File: config.mk
export PLATFORM = sky130hd
export DESIGN_NAME = weight_fetch_sched
export DESIGN_NICKNAME = d
export VERILOG_FILES = /design/src/rtl/weight_fetch_sched.sv
export SDC_FILE = /design/constraint.sdc
export NUM_CORES = 1
export LEC_CHECK = 0
export ABC_AREA = 1
export BUFFER_PORTS_ARGS = -buffer_cell sky130_fd_sc_hd__buf_2
export CORE_UTILIZATION = 32
export CTS_CLUSTER_SIZE = 20
export DETAILED_ROUTE_END_ITERATION = 6
export GPL_TIMING_DRIVEN = 0
export HOLD_SLACK_MARGIN = 0.06
export SLEW_MARGIN = 20
export SYNTH_ARGS = -nofsm -noshare
export SYNTH_HDL_FRONTEND = slang
export SYNTH_SLANG_ARGS = --single-unit
export TNS_END_PERCENT = 20
File: constraint.sdc
create_clock -name clk -period 7.45 [get_ports clk]
set_input_delay 0.3725 -clock clk [delete_from_list [all_inputs] [get_ports clk]]
set_output_delay 0.3725 -clock clk [all_outputs]
set_load 0.02 [all_outputs]
File: src/rtl/weight_fetch_sched.sv
// weight_fetch_sched
// Two-requester weight/bias fetch scheduler. The winner's descriptor is latched,
// one bias word is read from the bias ROM, and the weight words are streamed
// from the weight ROM through a 4-entry output FIFO with ready/valid backpressure.
// Weight reads are throttled so that in-flight reads plus FIFO occupancy never
// exceed the FIFO depth, so no returning ROM word can ever be dropped.
module weight_fetch_sched #(
    parameter int WEIGHT_WIDTH = 8,
    parameter int BIAS_WIDTH   = 16,
    parameter int W_ADDR_WIDTH = 11,
    parameter int B_ADDR_WIDTH = 6,
    parameter int CNT_WIDTH    = 10
) (
    input  logic                      clk,
    input  logic                      rst,
    input  logic [1:0]                req,
    input  logic [2*W_ADDR_WIDTH-1:0] req_base,
    input  logic [2*CNT_WIDTH-1:0]    req_count,
    input  logic [2*B_ADDR_WIDTH-1:0] req_bias,
    output logic [1:0]                grant,
    output logic [1:0]                done,
    output logic                      busy,
    output logic [W_ADDR_WIDTH-1:0]   rom_waddr,
    input  logic [WEIGHT_WIDTH-1:0]   rom_wdata,
    output logic [B_ADDR_WIDTH-1:0]   rom_baddr,
    input  logic [BIAS_WIDTH-1:0]     rom_bdata,
    output logic                      bias_valid,
    output logic [BIAS_WIDTH-1:0]     bias_out,
    output logic                      w_valid,
    output logic [WEIGHT_WIDTH-1:0]   w_data,
    output logic                      w_last,
    input  logic                      w_ready
);

    typedef enum logic [1:0] {
        IDLE   = 2'd0,
        BIAS   = 2'd1,
        STREAM = 2'd2,
        DRAIN  = 2'd3
    } state_t;

    // Advance a FIFO pointer; depth is a power of two so it wraps naturally.
    function automatic logic [1:0] ptr_inc(input logic [1:0] p);
        return p + 2'd1;
    endfunction

    state_t                    state_r;
    logic                      prio_r;
    logic [1:0]                grant_r;
    logic [1:0]                done_r;
    logic                      busy_r;
    logic [W_ADDR_WIDTH-1:0]   base_r;
    logic [CNT_WIDTH-1:0]      cnt_r;
    logic [CNT_WIDTH-1:0]      rem_iss_r;
    logic [W_ADDR_WIDTH-1:0]   next_addr_r;
    logic [W_ADDR_WIDTH-1:0]   rom_waddr_r;
    logic [B_ADDR_WIDTH-1:0]   rom_baddr_r;
    logic                      bias_cap_r;
    logic                      bias_valid_r;
    logic [BIAS_WIDTH-1:0]     bias_out_r;
    logic                      iss_d1_r;
    logic                      iss_d2_r;
    logic                      iss_last_d1_r;
    logic                      iss_last_d2_r;

    logic [WEIGHT_WIDTH-1:0]   fifo_data_r [4];
    logic                      fifo_last_r [4];
    logic [1:0]                wr_ptr_r;
    logic [1:0]                rd_ptr_r;
    logic [2:0]                occ_r;

    logic                      win_s;
    logic [W_ADDR_WIDTH-1:0]   sel_base_s;
    logic [CNT_WIDTH-1:0]      sel_cnt_s;
    logic [B_ADDR_WIDTH-1:0]   sel_bias_s;
    logic [2:0]                inflight_s;
    logic                      room_s;
    logic                      push_s;
    logic                      pop_s;

    // Round-robin winner: on a tie the priority pointer decides, otherwise the sole requester.
    always_comb begin
        win_s = 1'b0;
        if (req == 2'b11) begin
            win_s = prio_r;
        end else if (req[1]) begin
            win_s = 1'b1;
        end else begin
            win_s = 1'b0;
        end
    end

    assign sel_base_s = win_s ? req_base[2*W_ADDR_WIDTH-1:W_ADDR_WIDTH] : req_base[W_ADDR_WIDTH-1:0];
    assign sel_cnt_s  = win_s ? req_count[2*CNT_WIDTH-1:CNT_WIDTH]      : req_count[CNT_WIDTH-1:0];
    assign sel_bias_s = win_s ? req_bias[2*B_ADDR_WIDTH-1:B_ADDR_WIDTH] : req_bias[B_ADDR_WIDTH-1:0];

    // Reads issued but not yet written into the FIFO, plus what the FIFO already holds.
    assign inflight_s = {2'b00, iss_d1_r} + {2'b00, iss_d2_r};
    assign room_s     = (inflight_s + occ_r) < 3'd4;

    assign push_s = iss_d2_r;
    assign pop_s  = w_valid && w_ready;

    // Main control FSM: arbitration, bias capture, weight read issue and completion.
    always_ff @(posedge clk or posedge rst) begin
        if (rst) begin
            state_r       <= IDLE;
            prio_r        <= 1'b0;
            grant_r       <= 2'b00;
            done_r        <= 2'b00;
            busy_r        <= 1'b0;
            base_r        <= '0;
            cnt_r         <= '0;
            rem_iss_r     <= '0;
            next_addr_r   <= '0;
            rom_waddr_r   <= '0;
            rom_baddr_r   <= '0;
            bias_cap_r    <= 1'b0;
            bias_valid_r  <= 1'b0;
            bias_out_r    <= '0;
            iss_d1_r      <= 1'b0;
            iss_d2_r      <= 1'b0;
            iss_last_d1_r <= 1'b0;
            iss_last_d2_r <= 1'b0;
        end else begin
            done_r        <= 2'b00;
            bias_valid_r  <= 1'b0;
            iss_d1_r      <= 1'b0;
            iss_last_d1_r <= 1'b0;
            iss_d2_r      <= iss_d1_r;
            iss_last_d2_r <= iss_last_d1_r;

            // Bias ROM data returns one cycle after the BIAS state started the read.
            if (bias_cap_r) begin
                bias_out_r   <= rom_bdata;
                bias_valid_r <= 1'b1;
                bias_cap_r   <= 1'b0;
            end

            case (state_r)
                IDLE: begin
                    if (req != 2'b00) begin
                        prio_r      <= ~win_s;
                        grant_r     <= win_s ? 2'b10 : 2'b01;
                        busy_r      <= 1'b1;
                        base_r      <= sel_base_s;
                        cnt_r       <= sel_cnt_s;
                        rom_baddr_r <= sel_bias_s;
                        state_r     <= BIAS;
                    end
                end
                BIAS: begin
                    bias_cap_r <= 1'b1;
                    if (cnt_r == '0) begin
                        state_r <= DRAIN;
                    end else begin
                        // First weight read goes out here; the FIFO is empty so there is room.
                        rom_waddr_r   <= base_r;
                        next_addr_r   <= base_r + W_ADDR_WIDTH'(1);
                        rem_iss_r     <= cnt_r - CNT_WIDTH'(1);
                        iss_d1_r      <= 1'b1;
                        iss_last_d1_r <= (cnt_r == CNT_WIDTH'(1));
                        state_r       <= STREAM;
                    end
                end
                STREAM: begin
                    if (rem_iss_r == '0) begin
                        state_r <= DRAIN;
                    end else if (room_s) begin
                        rom_waddr_r   <= next_addr_r;
                        next_addr_r   <= next_addr_r + W_ADDR_WIDTH'(1);
                        rem_iss_r     <= rem_iss_r - CNT_WIDTH'(1);
                        iss_d1_r      <= 1'b1;
                        iss_last_d1_r <= (rem_iss_r == CNT_WIDTH'(1));
                        if (rem_iss_r == CNT_WIDTH'(1)) begin
                            state_r <= DRAIN;
                        end
                    end
                end
                DRAIN: begin
                    // Zero-count fetches finish once the bias beat has been presented.
                    if (((cnt_r == '0) && bias_valid_r) || (w_valid && w_ready && w_last)) begin
                        done_r  <= grant_r;
                        grant_r <= 2'b00;
                        busy_r  <= 1'b0;
                        state_r <= IDLE;
                    end
                end
                default: begin
                    state_r <= IDLE;
                end
            endcase
        end
    end

    // Output FIFO: ROM words are written two cycles after issue, popped on handshake.
    always_ff @(posedge clk or posedge rst) begin
        if (rst) begin
            for (int i = 0; i < 4; i++) begin
                fifo_data_r[i] <= '0;
                fifo_last_r[i] <= 1'b0;
            end
            wr_ptr_r <= 2'd0;
            rd_ptr_r <= 2'd0;
            occ_r    <= 3'd0;
        end else begin
            if (push_s) begin
                fifo_data_r[wr_ptr_r] <= rom_wdata;
                fifo_last_r[wr_ptr_r] <= iss_last_d2_r;
                wr_ptr_r              <= ptr_inc(wr_ptr_r);
            end
            if (pop_s) begin
                rd_ptr_r <= ptr_inc(rd_ptr_r);
            end
            case ({push_s, pop_s})
                2'b10:   occ_r <= occ_r + 3'd1;
                2'b01:   occ_r <= occ_r - 3'd1;
                default: occ_r <= occ_r;
            endcase
        end
    end

    assign grant      = grant_r;
    assign done       = done_r;
    assign busy       = busy_r;
    assign rom_waddr  = rom_waddr_r;
    assign rom_baddr  = rom_baddr_r;
    assign bias_valid = bias_valid_r;
    assign bias_out   = bias_out_r;
    assign w_valid    = (occ_r != 3'd0);
    assign w_data     = fifo_data_r[rd_ptr_r];
    assign w_last     = w_valid && fifo_last_r[rd_ptr_r];

endmodule
==> flow_metrics.env <==
export IMPL_ctsHoldBuffers=1
export IMPL_slowest_stage="clkbuf_1"
export IMPL_netlist_instances=789
export IMPL_vias=5603
export IMPL_maxSlewHeadroom=0.6421
export IMPL_drc=0
export IMPL_avgRoutedWirePerCell_um=13.52
export IMPL_max_freq_mhz=430.6
export IMPL_gp_congestion=0.8306
export IMPL_dieArea_um2=21230
export IMPL_crit_path_start_kind="register"
export IMPL_crit_required_ns=7.08
export IMPL_clockBufferDepth=2
export IMPL_core_region_area_um2=20230
export IMPL_grt_use_total=0.1652
export IMPL_p_clk_frac=0.204
export IMPL_p_leak_nw=4.022
export IMPL_clkTransAtPathRegs_ns=0.06
export IMPL_diodes=0
export IMPL_grt_pass1_vias=5458
export IMPL_hp_class="in -> reg"
export IMPL_ios=132
export IMPL_cts_setup_buffers=0
export IMPL_setup_worst_path_start="rd_ptr_r[0]"
export IMPL_crit_chain="clkinv_1, clkbuf_1, nor2_1, o22ai_1, buf_2"
export IMPL_critPathKind="reg -> out"
export IMPL_layout_common_cells="201 x nand2_1, 140 x buf_2, 132 x dfrtp_1"
export IMPL_finalHoldViolations=0
export IMPL_syn_cell_area_um2=6608
export IMPL_powerDensity_nw_per_um2=482.7
export IMPL_crit_fanout=10
export IMPL_fin_crit_ns=2.322
export IMPL_ys_types=35
export IMPL_seq_area_frac_synth=0.4999
export IMPL_antenna_found_initial=0
export IMPL_drt_pass1_iterations=4
export IMPL_grt_pass1_wl_mm=27.70
export IMPL_finalSetupTns_ns=0
export IMPL_ff2ff_path_depth=13
export IMPL_die_y_um=145.7
export IMPL_grt_max_degree=79
export IMPL_crit_end="w_data[0]"
export IMPL_cp_top_family="buffers and inverters"
export IMPL_seqPwrFrac=0.316
export IMPL_intPower_mw=2.191
export IMPL_chipWidth_um=145.7
export IMPL_rsz0062_at_grt="no"
export IMPL_avgSynthCellArea_um2=8.375
export IMPL_fin_crit_sh=0.3117
export IMPL_cts_buffers=17
export IMPL_regArea_um2=3303
export IMPL_fin_nets=1042
export IMPL_area_delta_synth_final_pct=24.31
export IMPL_multi_input_area_um2=2820
export IMPL_routed_via_density=4.578
export IMPL_synth_top_cell_area_share=0.4999
export IMPL_finClkSkew_ns=0.01261
export IMPL_initial_core_util=0.3266
export IMPL_worstSkewPairLatency_ns=0.43
export IMPL_drv_cap=0
export IMPL_p_sw_mw=1.773
export IMPL_post_place_cells=1191
export IMPL_switching_share=0.4473
export IMPL_max_stage_delay_ns=0.43
export IMPL_drive_gt1_frac=0.2369
export IMPL_ff2ff_setup_slack_ns=5.24
export IMPL_fillers=2056
export IMPL_cts_sinks=132
export IMPL_cts_root_buf="clkbuf_16"
export IMPL_final_antenna_net_count=0
export IMPL_drtIter0Drc=272
export IMPL_cts_tree="done"
export IMPL_setup_viol=0
export IMPL_yosys_area_top_type="dfrtp_1"
export IMPL_io_buffer_count=131
export IMPL_power_frac_comb=0.481
export IMPL_row_count=52
export IMPL_finalMaxSlewViolations=0
export IMPL_worst_slew_pin_slew_ns=0.5369
export IMPL_crit_cells=5
export IMPL_yosys_top_cells_area="dfrtp_1 50%, nand2_1 11%, o21ai_0 6.8%"
export IMPL_critPathArrivalTime_ns=1.95
export IMPL_r2r_start="state_r[0]"
export IMPL_ys_ff_latch=132
export IMPL_yosys_warnings=0
export IMPL_crit_path_end_kind="output port"
export IMPL_cts_resized=0
export IMPL_finalNonFillerCells=1224
export IMPL_reg2reg_to="next_addr_r[8]"
export IMPL_ir_worst_vdd_uv=188.9
export IMPL_synthesis_nets=890
export IMPL_cts_htree_levels=4
export IMPL_holdWs_ns=0.1813
export IMPL_gr_total_overflow=0
export IMPL_place_hpwl_mm=11.90
export IMPL_path_buf_inv=3
export IMPL_routed_wl_mm=16.55
export IMPL_status="complete, no violations"
export IMPL_final_common_cell="nand2_1"
power groups by stage:
stage | clock [mW] | combinational (mW) | sequential [mW]
floorplan | 0 | 1.28 | 1.35
global placement | 0 | 1.90 | 1.26
detailed placement | 0 | 1.92 | 1.26
CTS | 0.827 | 1.93 | 1.25
global route | 0.859 | 2.17 | 1.30
finish | 0.808 | 1.91 | 1.25
synthesized netlist by cell type:
library cell,n
buf_4,2
mux2_2,16
clkinv_1,1
buf_6,6
a32oi_1,1
xnor2_1,4
ha_1,17
buf_8,1
dfrtp_1,132
nor3_1,3
nor2_1,78
nand4_1,5
nand3b_1,1
a31oi_1,10
a21boi_0,2
o21ai_2,10
clkbuf_1,16
fa_1,1
nand3_2,3
o22ai_1,26
o21ai_1,18
buf_2,9
inv_1,73
inv_2,1
o21ai_0,90
nand3_4,1
a21oi_1,9
nor2_4,1
nand3_1,34
or2_2,3
nor2_2,4
nand2_1,201
xor2_1,5
nand2_2,4
o21a_1,1
flip-flops by register name, indices dropped and copies added, names as in the netlist, 2 cells and up:
register and cells:
base_r 11, bias_out 16, cnt_r 10, done 2, fifo_data_r 32, fifo_last_r 4
grant 2, next_addr_r 11, occ_r 3, rd_ptr_r 2, rem_iss_r 10, rom_baddr 6
rom_waddr 11, state_r 2, wr_ptr_r 2
final cells by class:
class | instances | share of cell area
Timing Repair Buffer | 133 | 0.08439
Inverter | 75 | 0.03519
Tap cell | 270 | 0.04113
Clock buffer | 17 | 0.05179
Buffer | 34 | 0.02468
Multi-Input combinational cell | 548 | 0.3433
Clock inverter | 15 | 0.01736
Sequential cell | 132 | 0.4021
metrics by stage:
step	power, mW	utilization	worst slack [ns]	area (µm²)
floorplan	2.625	-	3.551	6608
detailed placement	3.186	0.3774	5.226	7636
global route	4.324	0.4059	4.919	8214
global placement	3.159	0.3756	1.786	7601
CTS	4.010	0.4059	5.067	8214
finish	3.965	0.4059	5.128	8214
how the worst min path moves through the flow:
stage / start / endpoint / slack (ns) / cells past startpoint
2_1_floorplan: iss_last_d1_r / iss_last_d2_r / 0.33 / 0
3_3_place_gp: iss_last_d1_r / iss_last_d2_r / 0.34 / 0
3_5_place_dp: iss_last_d1_r / iss_last_d2_r / 0.34 / 0
4_1_cts: rom_bdata[10] / bias_out[10] / 0.16 / 2
5_1_grt: rom_bdata[10] / bias_out[10] / 0.17 / 2
6_report: rom_bdata[9] / bias_out[9] / 0.18 / 2
routing by layer:
metal	vias to the layer above	wire, µm	part of all wire	track usage
li1	2887	-	-	-
met1	2541	8052	0.49	0.2237
met2	157	7465	0.45	0.2548
met3	18	765	0.046	0.03981
met4	0	268	0.016	0.06368
met5	-	0	0	0
cells by family (layout without fill, tap and decap cells):
family	Yosys count	count (layout)	synth area share
xor gates and xnor gates	9	9	0.01193
muxes	16	16	0.02727
buffers and inverters	109	274	0.07328
adders and majority gates	18	18	0.03522
DFF	132	132	0.4999
AOI/OAI and AO/OA	167	167	0.1407
and+or+nand+nor	338	338	0.2117
Note: power is estimated with default switching activity, not from simulation.
